### config.mk
export PLATFORM = sky130hd
export DESIGN_NAME = load_store_unit_flat
export DESIGN_NICKNAME = d
export VERILOG_FILES = /design/src/rtl/load_store_unit_if.sv /design/src/rtl/load_store_unit.sv /design/src/flat_wrapper.sv
export SDC_FILE = /design/constraint.sdc
export NUM_CORES = 1
export LEC_CHECK = 0
export ABC_CLOCK_PERIOD_IN_PS = 2400
export CORE_MARGIN = 5
export CORE_UTILIZATION = 44
export CTS_CLUSTER_DIAMETER = 100
export DETAILED_ROUTE_END_ITERATION = 6
export PLACE_DENSITY_LB_ADDON = 0.08
export SYNTH_ARGS = -nofsm -noshare
export SYNTH_HDL_FRONTEND = slang
export SYNTH_SLANG_ARGS = --single-unit
### constraint.sdc
create_clock -name clk -period 2.4 [get_ports clk]
set_input_delay 0.48 -clock clk [delete_from_list [all_inputs] [get_ports clk]]
set_output_delay 0.48 -clock clk [all_outputs]
set_load 0.05 [all_outputs]
### src/rtl/load_store_unit_if.sv
// load_store_unit_if: core request/response and data-memory bus bundle for load_store_unit
//   Core side : req_valid, req_ready, is_store, funct3, addr, wdata, resp_valid, mem_data, misalign_err
//   Memory bus: dmem_req, dmem_we, dmem_be, dmem_addr, dmem_wdata, dmem_gnt, dmem_rvalid, dmem_rdata
//   slave  : view taken by the load/store unit itself
//   master : view taken by the surrounding core and data memory
interface load_store_unit_if #(
   parameter int ADDR_W = 32
);
   logic              req_valid;
   logic              req_ready;
   logic              is_store;
   logic [2:0]        funct3;
   logic [ADDR_W-1:0] addr;
   logic [31:0]       wdata;
   logic              resp_valid;
   logic [31:0]       mem_data;
   logic              misalign_err;
   logic              dmem_req;
   logic              dmem_we;
   logic [3:0]        dmem_be;
   logic [ADDR_W-1:0] dmem_addr;
   logic [31:0]       dmem_wdata;
   logic              dmem_gnt;
   logic              dmem_rvalid;
   logic [31:0]       dmem_rdata;
   modport slave (
      input  req_valid, is_store, funct3, addr, wdata, dmem_gnt, dmem_rvalid, dmem_rdata,
      output req_ready, resp_valid, mem_data, misalign_err,
             dmem_req, dmem_we, dmem_be, dmem_addr, dmem_wdata
   );
   modport master (
      output req_valid, is_store, funct3, addr, wdata, dmem_gnt, dmem_rvalid, dmem_rdata,
      input  req_ready, resp_valid, mem_data, misalign_err,
             dmem_req, dmem_we, dmem_be, dmem_addr, dmem_wdata
   );
endinterface

### src/rtl/load_store_unit.sv
// load_store_unit: single-outstanding RISC-V load/store unit driving a req/gnt/rvalid data-memory port
//   clk   : rising-edge clock
//   rst_n : asynchronous active-low reset
//   bus   : load_store_unit_if.slave (core request/response + data-memory bus)
//   Optional macro LSU_MISALIGN_TRAP_EN: misaligned/illegal requests skip memory and
//   report misalign_err; when undefined the address is forced to natural alignment instead.
module load_store_unit #(
   parameter int ADDR_W = 32,
   parameter int XLEN   = 32
) (
   input logic             clk,
   input logic             rst_n,
   load_store_unit_if.slave bus
);
   typedef enum logic [1:0] {IDLE, REQ, WAIT, RESP} state_t;
   state_t            state, state_nx;
   logic              st;
   logic [2:0]        f3;
   logic [ADDR_W-1:0] a;
   logic [XLEN-1:0]   wd, mem_q, ld;
   logic              err;
   logic              illegal, half, word, bad, accept, in_req;
   logic [7:0]        lane_b;
   logic [15:0]       lane_h;
   always_comb begin
      // Illegal encodings behave as word accesses when not trapping
      illegal = (bus.funct3[1:0] == 2'b11) || (bus.funct3[2] && (bus.is_store || bus.funct3[1]));
      word    = illegal || (bus.funct3[1:0] == 2'b10);
      half    = !illegal && (bus.funct3[1:0] == 2'b01);
`ifdef LSU_MISALIGN_TRAP_EN
      bad     = illegal || (half && bus.addr[0]) || (word && (bus.addr[1:0] != 2'b00));
`else
      bad     = 1'b0;
`endif
      accept  = (state == IDLE) && bus.req_valid;
      state_nx = (state == IDLE) ? (bus.req_valid ? (bad ? RESP : REQ) : IDLE)
               : (state == REQ)  ? (bus.dmem_gnt ? (st ? RESP : WAIT) : REQ)
               : (state == WAIT) ? (bus.dmem_rvalid ? RESP : WAIT)
               : IDLE;
      lane_b = bus.dmem_rdata[{a[1:0], 3'b000} +: 8];
      lane_h = a[1] ? bus.dmem_rdata[31:16] : bus.dmem_rdata[15:0];
      ld = (f3 == 3'b000) ? {{24{lane_b[7]}}, lane_b}
         : (f3 == 3'b100) ? {24'b0, lane_b}
         : (f3 == 3'b001) ? {{16{lane_h[15]}}, lane_h}
         : (f3 == 3'b101) ? {16'b0, lane_h}
         : bus.dmem_rdata;
      in_req = (state == REQ);
      // req_ready also depends on rst_n so it reads 0 throughout reset
      bus.req_ready  = rst_n && (state == IDLE);
      bus.dmem_req   = in_req;
      bus.dmem_we    = in_req && st;
      bus.dmem_be    = !in_req ? 4'b0000
                     : (f3[1:0] == 2'b00) ? 4'b0001 << a[1:0]
                     : (f3[1:0] == 2'b01) ? 4'b0011 << {a[1], 1'b0}
                     : 4'b1111;
      bus.dmem_addr  = in_req ? {a[ADDR_W-1:2], 2'b00} : '0;
      bus.dmem_wdata = !(in_req && st) ? 32'b0
                     : (f3[1:0] == 2'b00) ? {4{wd[7:0]}}
                     : (f3[1:0] == 2'b01) ? {2{wd[15:0]}}
                     : wd;
      bus.resp_valid   = (state == RESP);
      bus.misalign_err = (state == RESP) && err;
      bus.mem_data     = mem_q;
   end
   always_ff @(posedge clk or negedge rst_n) begin
      if (!rst_n) state <= IDLE;
      else        state <= state_nx;
   end
   always_ff @(posedge clk or negedge rst_n) begin
      if (!rst_n) begin
         st    <= 1'b0;
         f3    <= 3'b000;
         a     <= '0;
         wd    <= '0;
         err   <= 1'b0;
         mem_q <= '0;
      end else begin
         if (accept) begin
            st  <= bus.is_store;
            f3  <= illegal ? 3'b010 : bus.funct3;
            wd  <= bus.wdata;
            err <= bad;
`ifdef LSU_MISALIGN_TRAP_EN
            a   <= bus.addr;
`else
            a   <= {bus.addr[ADDR_W-1:2],
                    word ? 2'b00 : half ? {bus.addr[1], 1'b0} : bus.addr[1:0]};
`endif
         end
         if (state == WAIT && bus.dmem_rvalid) mem_q <= ld;
      end
   end
endmodule
### src/flat_wrapper.sv
// flat-port wrapper written by rule: the top's interface ports become plain ports
module load_store_unit_flat 
#(
   parameter int ADDR_W = 32,
   parameter int XLEN   = 32
)
  (clk, rst_n, bus_req_valid, bus_is_store, bus_funct3, bus_addr, bus_wdata, bus_dmem_gnt, bus_dmem_rvalid, bus_dmem_rdata, bus_req_ready, bus_resp_valid, bus_mem_data, bus_misalign_err, bus_dmem_req, bus_dmem_we, bus_dmem_be, bus_dmem_addr, bus_dmem_wdata);
  load_store_unit_if #(.ADDR_W(ADDR_W)) bus_i ();
  input logic clk;
  input logic rst_n;
  input wire logic [$bits(bus_i.req_valid)-1:0] bus_req_valid;
  input wire logic [$bits(bus_i.is_store)-1:0] bus_is_store;
  input wire logic [$bits(bus_i.funct3)-1:0] bus_funct3;
  input wire logic [$bits(bus_i.addr)-1:0] bus_addr;
  input wire logic [$bits(bus_i.wdata)-1:0] bus_wdata;
  input wire logic [$bits(bus_i.dmem_gnt)-1:0] bus_dmem_gnt;
  input wire logic [$bits(bus_i.dmem_rvalid)-1:0] bus_dmem_rvalid;
  input wire logic [$bits(bus_i.dmem_rdata)-1:0] bus_dmem_rdata;
  output wire logic [$bits(bus_i.req_ready)-1:0] bus_req_ready;
  output wire logic [$bits(bus_i.resp_valid)-1:0] bus_resp_valid;
  output wire logic [$bits(bus_i.mem_data)-1:0] bus_mem_data;
  output wire logic [$bits(bus_i.misalign_err)-1:0] bus_misalign_err;
  output wire logic [$bits(bus_i.dmem_req)-1:0] bus_dmem_req;
  output wire logic [$bits(bus_i.dmem_we)-1:0] bus_dmem_we;
  output wire logic [$bits(bus_i.dmem_be)-1:0] bus_dmem_be;
  output wire logic [$bits(bus_i.dmem_addr)-1:0] bus_dmem_addr;
  output wire logic [$bits(bus_i.dmem_wdata)-1:0] bus_dmem_wdata;
  assign bus_i.req_valid = bus_req_valid;
  assign bus_i.is_store = bus_is_store;
  assign bus_i.funct3 = bus_funct3;
  assign bus_i.addr = bus_addr;
  assign bus_i.wdata = bus_wdata;
  assign bus_i.dmem_gnt = bus_dmem_gnt;
  assign bus_i.dmem_rvalid = bus_dmem_rvalid;
  assign bus_i.dmem_rdata = bus_dmem_rdata;
  assign bus_req_ready = bus_i.req_ready;
  assign bus_resp_valid = bus_i.resp_valid;
  assign bus_mem_data = bus_i.mem_data;
  assign bus_misalign_err = bus_i.misalign_err;
  assign bus_dmem_req = bus_i.dmem_req;
  assign bus_dmem_we = bus_i.dmem_we;
  assign bus_dmem_be = bus_i.dmem_be;
  assign bus_dmem_addr = bus_i.dmem_addr;
  assign bus_dmem_wdata = bus_i.dmem_wdata;
  load_store_unit #(.ADDR_W(ADDR_W), .XLEN(XLEN)) u_core (.clk(clk), .rst_n(rst_n), .bus(bus_i));
endmodule
Word-level counts from Yosys, hierarchy flattened
Index checks and enable logic that the tools add are counted.
{"block": "word_totals", "in_bits": 105, "output_inout_bits": 105, "elab_cells": 54, "reg_bits": 102}
{"block": "classes", "shift": 3, "reduce_logical": 13, "muxes": 22, "n_eq_ne": 10}
{"cell": "two-way mux 32 bit", "count": 8}
{"cell": "indexed part select 32 x 6 -> 8 bit", "count": 1}
{"cell": "two-way mux 16 bit", "count": 1}
{"cell": "two-way mux 4 bit", "count": 3}
{"cell": "two-way mux 2 bit", "count": 5}
{"cell": "== test 2 bit, second input constant", "count": 4}
{"cell": "== test 2 x 1 -> 1 bit, second input constant", "count": 3}
{"cell": "== test 3 bit, second input constant", "count": 2}
{"cell": "logical AND 1 bit", "count": 6}
{"cell": "zero test 2 bit", "count": 2}
{"cell": "two-way mux 1 bit", "count": 4}
{"cell": "<< shifter 1 x 2 -> 4 bit, first input constant", "count": 1}
{"cell": "<< shifter 2 x 2 -> 4 bit, first input constant", "count": 1}
{"cell": "== test 3 x 1 -> 1 bit, second input constant", "count": 1}
{"cell": "zero test 3 bit", "count": 1}
{"cell": "logical OR 1 bit", "count": 3}
{"cell": "two-way mux 3 bit", "count": 1}
{"cell": "zero test 1 bit", "count": 1}

Longest topological paths before layout
{"block": "depth", "depth_word": 7, "depth_mapped": 6, "mapped_depth_nobuf": 4}

Worst setup path before layout
OpenSTA, ideal clock, no wires.
{"block": "synth_timing", "path_type": "register to output", "start": "register u_core.f3[0]", "end": "output port bus_dmem_wdata[10]", "path_buffers": 2, "path_stages_with_launch": 6, "t_arrival_ps": 1912, "slack_ps": 8, "t_required_ps": 1920, "path_cell_list": "dfrtp_1 buf_2 nor2_1 buf_2 nand2_1 a21oi_1"}
{"block": "synth_via", "elab_chain_len": 3}
{"element": "start: declaration", "line": "load_store_unit.sv:18", "rtl": "logic [2:0] f3;"}
{"element": "start signal: assignment", "line": "load_store_unit.sv:80", "rtl": "f3 <= illegal ? 3'b010 : bus.funct3;"}
{"element": "zero test 2 bit", "line": "load_store_unit.sv:58", "rtl": ": (f3[1:0] == 2'b00) ? {4{wd[7:0]}}"}
{"element": "two-way mux 32 bit", "line": "load_store_unit.sv:58"}
{"element": "two-way mux 32 bit", "line": "load_store_unit.sv:57", "rtl": "bus.dmem_wdata = !(in_req && st) ? 32'b0"}
{"element": "end: declaration", "line": "flat_wrapper.sv:27", "rtl": "output wire logic [$bits(bus_i.dmem_wdata)-1:0] bus_dmem_wdata;"}
Every way passes these cells.

==> results.txt <==
The worst path uses 97.7% of the clock period. In this run the power spent charging and discharging nets is 0.00574 W. Entering global routing, the biggest net connects 103 pins.

The tools report the count of nets left with antenna violations after detail routing as 0. The tool flagged a number of max-cap violations equal to 0. IR analysis of the VDD net gives a maximum drop of 0.702 mV. The fraction of layout cells with a size suffix above 1 is 15.0%. The die is 120 microns wide. The signal on the critical path passes through nand2b_1 > inv_1 > nand2_1 > buf_4 > a21oi_1 > buf_12. Layout-stage area growth over the synthesis result: 61.3%. Clock tree synthesis inserted a total of 9 buffers. The first-pass iteration count of the detailed router is 5, and the number of enable flip-flop cells after synthesis is 0. The cell sitting at the root of the clock tree is a clkbuf_16.

The total count of hold-check failures in the final report was 0. The cell leakage power came out at 3.89 nW. The longest clock path from root to sink contains 2 buffers.

Setup violations remaining at the end of the flow were counted as 0. The tools report the synthesized area as 0.00529 sq mm. Ranked by total cell area, the synthesized netlist is headed by dfrtp_1 (48%), nand2_1 (15%), a21oi_1 (4.3%). After clock tree synthesis, the clock-pin slew on the worst setup and hold paths is 0.07 ns. The most used flip-flop cell after synthesis is dfrtp_1. STA classifies the critical path startpoint as a register. TritonCTS built the clock tree. The switching fraction of total power was 47.0%.

The warning count from the yosys run was 0. Timing would allow up to 0.427 GHz. Worst slack at placement: 0.191 ns.

The fraction of synthesis flops using an asynchronous set or reset pin was 100%; the maximum fanout along the worst path was 25. Dividing the detail-routed wire length by the instance count gives 18.0 microns. Dividing total power by cell area gives a power density of 1430 mW/mm^2. The leading cell type in the layout, fill and taps excluded is nand2_1. STA classifies the critical path endpoint as an output port. Via count: 5290.

Setup slack closes at 0.0560 ns. During placement, the flow inserted port buffers numbering 206. The synthesized area divided by synthesized cell count was 8.42 sq um. The sequential fraction of design power came out at 25.8%.

The remaining design rule violation count is 0. In the layout the commonest cells are nand2_1 (211), clkdlybuf4s50_1 (136), dfrtp_1 (102). Counting flops and latches in the post-synthesis netlist gives 102. Sequential cells were found to cover 48.2% of the synthesized design area. The die is 120 microns tall. The later pin in the worst-skew pair is clocked with a latency of 0.36 ns. The tools report the unique cell type count in the Yosys netlist as 39. In this run the biggest area consumer among cell types represents 48.2% of the synthesized area. The global placement routability congestion was 0.841; the worst endpoint data arrival time was 1.86 ns. In this run the core area contains 40 standard-cell rows. The number of DRC markers in iteration 0 was 543. At the end of the flow, the number of nets in the layout was 926.

The largest total area in the synthesized netlist belongs to dfrtp_1. The first global-routing pass estimated 28100 microns of wire. The flow ran to the end, and the final reports show no timing, DRC or antenna violations. The wire-length estimate of the detail-placed layout is 12800 microns. The clock period minus final worst setup slack was 2.34 ns; the headroom to the max-slew limit was 38.8%.

Summing all non-filler instances in the final layout gives an area of 0.00854 sq mm. CTS built an H-tree with a depth of 3. The pin slew with the least headroom to its limit is 0.914 ns, and the final routed wirelength across all metal layers is 17500 microns. Cell internal power was estimated by the tool at 0.00647 W. Via density per instance: 5.44. Setup repair after global routing could not meet its margin everywhere. Combinational cells account for 61.2% of the total power.

The final global-route overflow total was 0. For this run, the total global-route usage over all layers was measured as 24.7%. The logs give 44.4% for the effective utilization at floorplan and 0.00821 sq mm for the cell area after placement. Buffers added to address setup during post-CTS repair amount to 0. The largest incremental delay on the critical path came out at 0.40 ns.

The area of the placeable core was 0.0119 sq mm; the number of global-route vias before repair was 5424. For the final database, setup skew stands at 0.0120 ns. Clock tree synthesis found a total of 102 sinks. The floorplan step defined a die boundary enclosing 0.0143 sq mm.

The total count of max-transition violations in the final report is 0, and the I/O pin count is 210. Worst hold path class: primary input to asynchronous set/reset pin. The worst setup path is of the register to output port kind.

The run gives 1.92 ns as the required time reported for the critical path endpoint. The critical-path cell with the highest stage delay was dfrtp_1. The logs give 0 for the number of inserted diodes and 0 for the number of antenna violations at the first check in global routing.

The clock network burns 13.0% of the power. Synthesis handed over a netlist of 629 instances.
-- worst max-delay path: cells and delay by family (launching register included) --
kind,cells,cell delay (ns)
buffers and inverters,3,0.54
AOI/OAI and AO/OA,1,0.28
and+or+nand+nor,2,0.28
DFF,1,0.40
-- cells by family (layout without fill, tap and decap cells) --
kind of cell / after synthesis / in the layout / share of synthesized area (%)
flip-flops: 102 / 102 / 48.2
multiplexers: 26 / 26 / 6.85
AO/OA/AOI/OAI: 94 / 94 / 11.5
AND/OR/NAND/NOR: 351 / 351 / 28.6
buffers and inverters: 55 / 250 / 4.75
other: 1 / 3 / 0.0708
-- metal layers --
layer | routed length, microns | GRT usage [%] | vias to the layer above
met4 | 384 | 7.02 | 0
met3 | 2180 | 11.5 | 41
met2 | 8380 | 39.6 | 269
li1 | - | - | 2445
met5 | 0 | 0 | -
met1 | 6530 | 29.9 | 2535
-- worst paths after layout --
path	startpoint	endpoint	slack, ns	cells after the start
hold / removal	rst_n	u_core.bus.mem_data[5]	0.21	2
min in group clk	u_core.a[30]	u_core.a[30]	0.46	2
hold reg to reg	u_core.a[30]	u_core.a[30]	0.46	2
setup / recovery	register	bus_dmem_wdata[12]	0.06	6
max in group asynchronous	rst_n	u_core.f3[2]	1.71	2
setup reg to reg	u_core.f3[0]	u_core.bus.mem_data[1]	0.34	5
-- synth_stat cells, drive strengths merged (4+ instances only) --
cell type,count
and3,15
nand2,212
nor2b,4
buf,28
and2,34
o21ai,4
nor3,17
mux2i,16
a22o,9
clkbuf,21
mux4,8
a2111oi,7
a21oi,46
dfrtp,102
o21bai,15
nor2,61
inv,6
a22oi,7
-- cell type report --
class,instances,area [sq um]
Fill cell,942,3370
Timing Repair Buffer,228,2950
Sequential cell,102,2550
Multi-Input combinational cell,474,2500
Clock buffer,10,229
Tap cell,147,184
Clock inverter,6,93.8
Inverter,6,22.5
-- timing repair --
action,in CTS,in global routing
hold buffers,0,0
setup endpoints to repair,0,34
resized for setup,0,1
-- power groups by stage --
stage	Clock (W)	Sequential [W]	Combinational, W
floorplan	0	0.00390	0.00357
global placement	0	0.00312	0.00734
detailed placement	0	0.00316	0.00747
CTS	0.00162	0.00314	0.00750
global route	0.00169	0.00327	0.00794
finish	0.00159	0.00316	0.00747
-- flip-flops by register name, summed over array words and instances, names as in the netlist, named ones only --
name / cells
u_core.wd: 32
u_core.st: 1
u_core.bus.mem_data: 32
u_core.state: 1
u_core.a: 32
u_core.f3: 3
-- through the flow --
step / utilization (%) / hold WS (ns) / TNS, ns / total power [W] / cells
6_report: 71.7 / 0.209 / 0 / 0.0122 / 973
5_1_grt: 71.7 / 0.295 / -0.913 / 0.0129 / 973
3_3_place_gp: 68.9 / 0.448 / 0 / 0.0105 / 957
3_5_place_dp: 68.9 / 0.454 / 0 / 0.0106 / 957
2_1_floorplan: - / 0.184 / 0 / 0.00747 / 631
4_1_cts: 71.7 / 0.270 / 0 / 0.0123 / 973
Power figures use the tool's default switching activity.
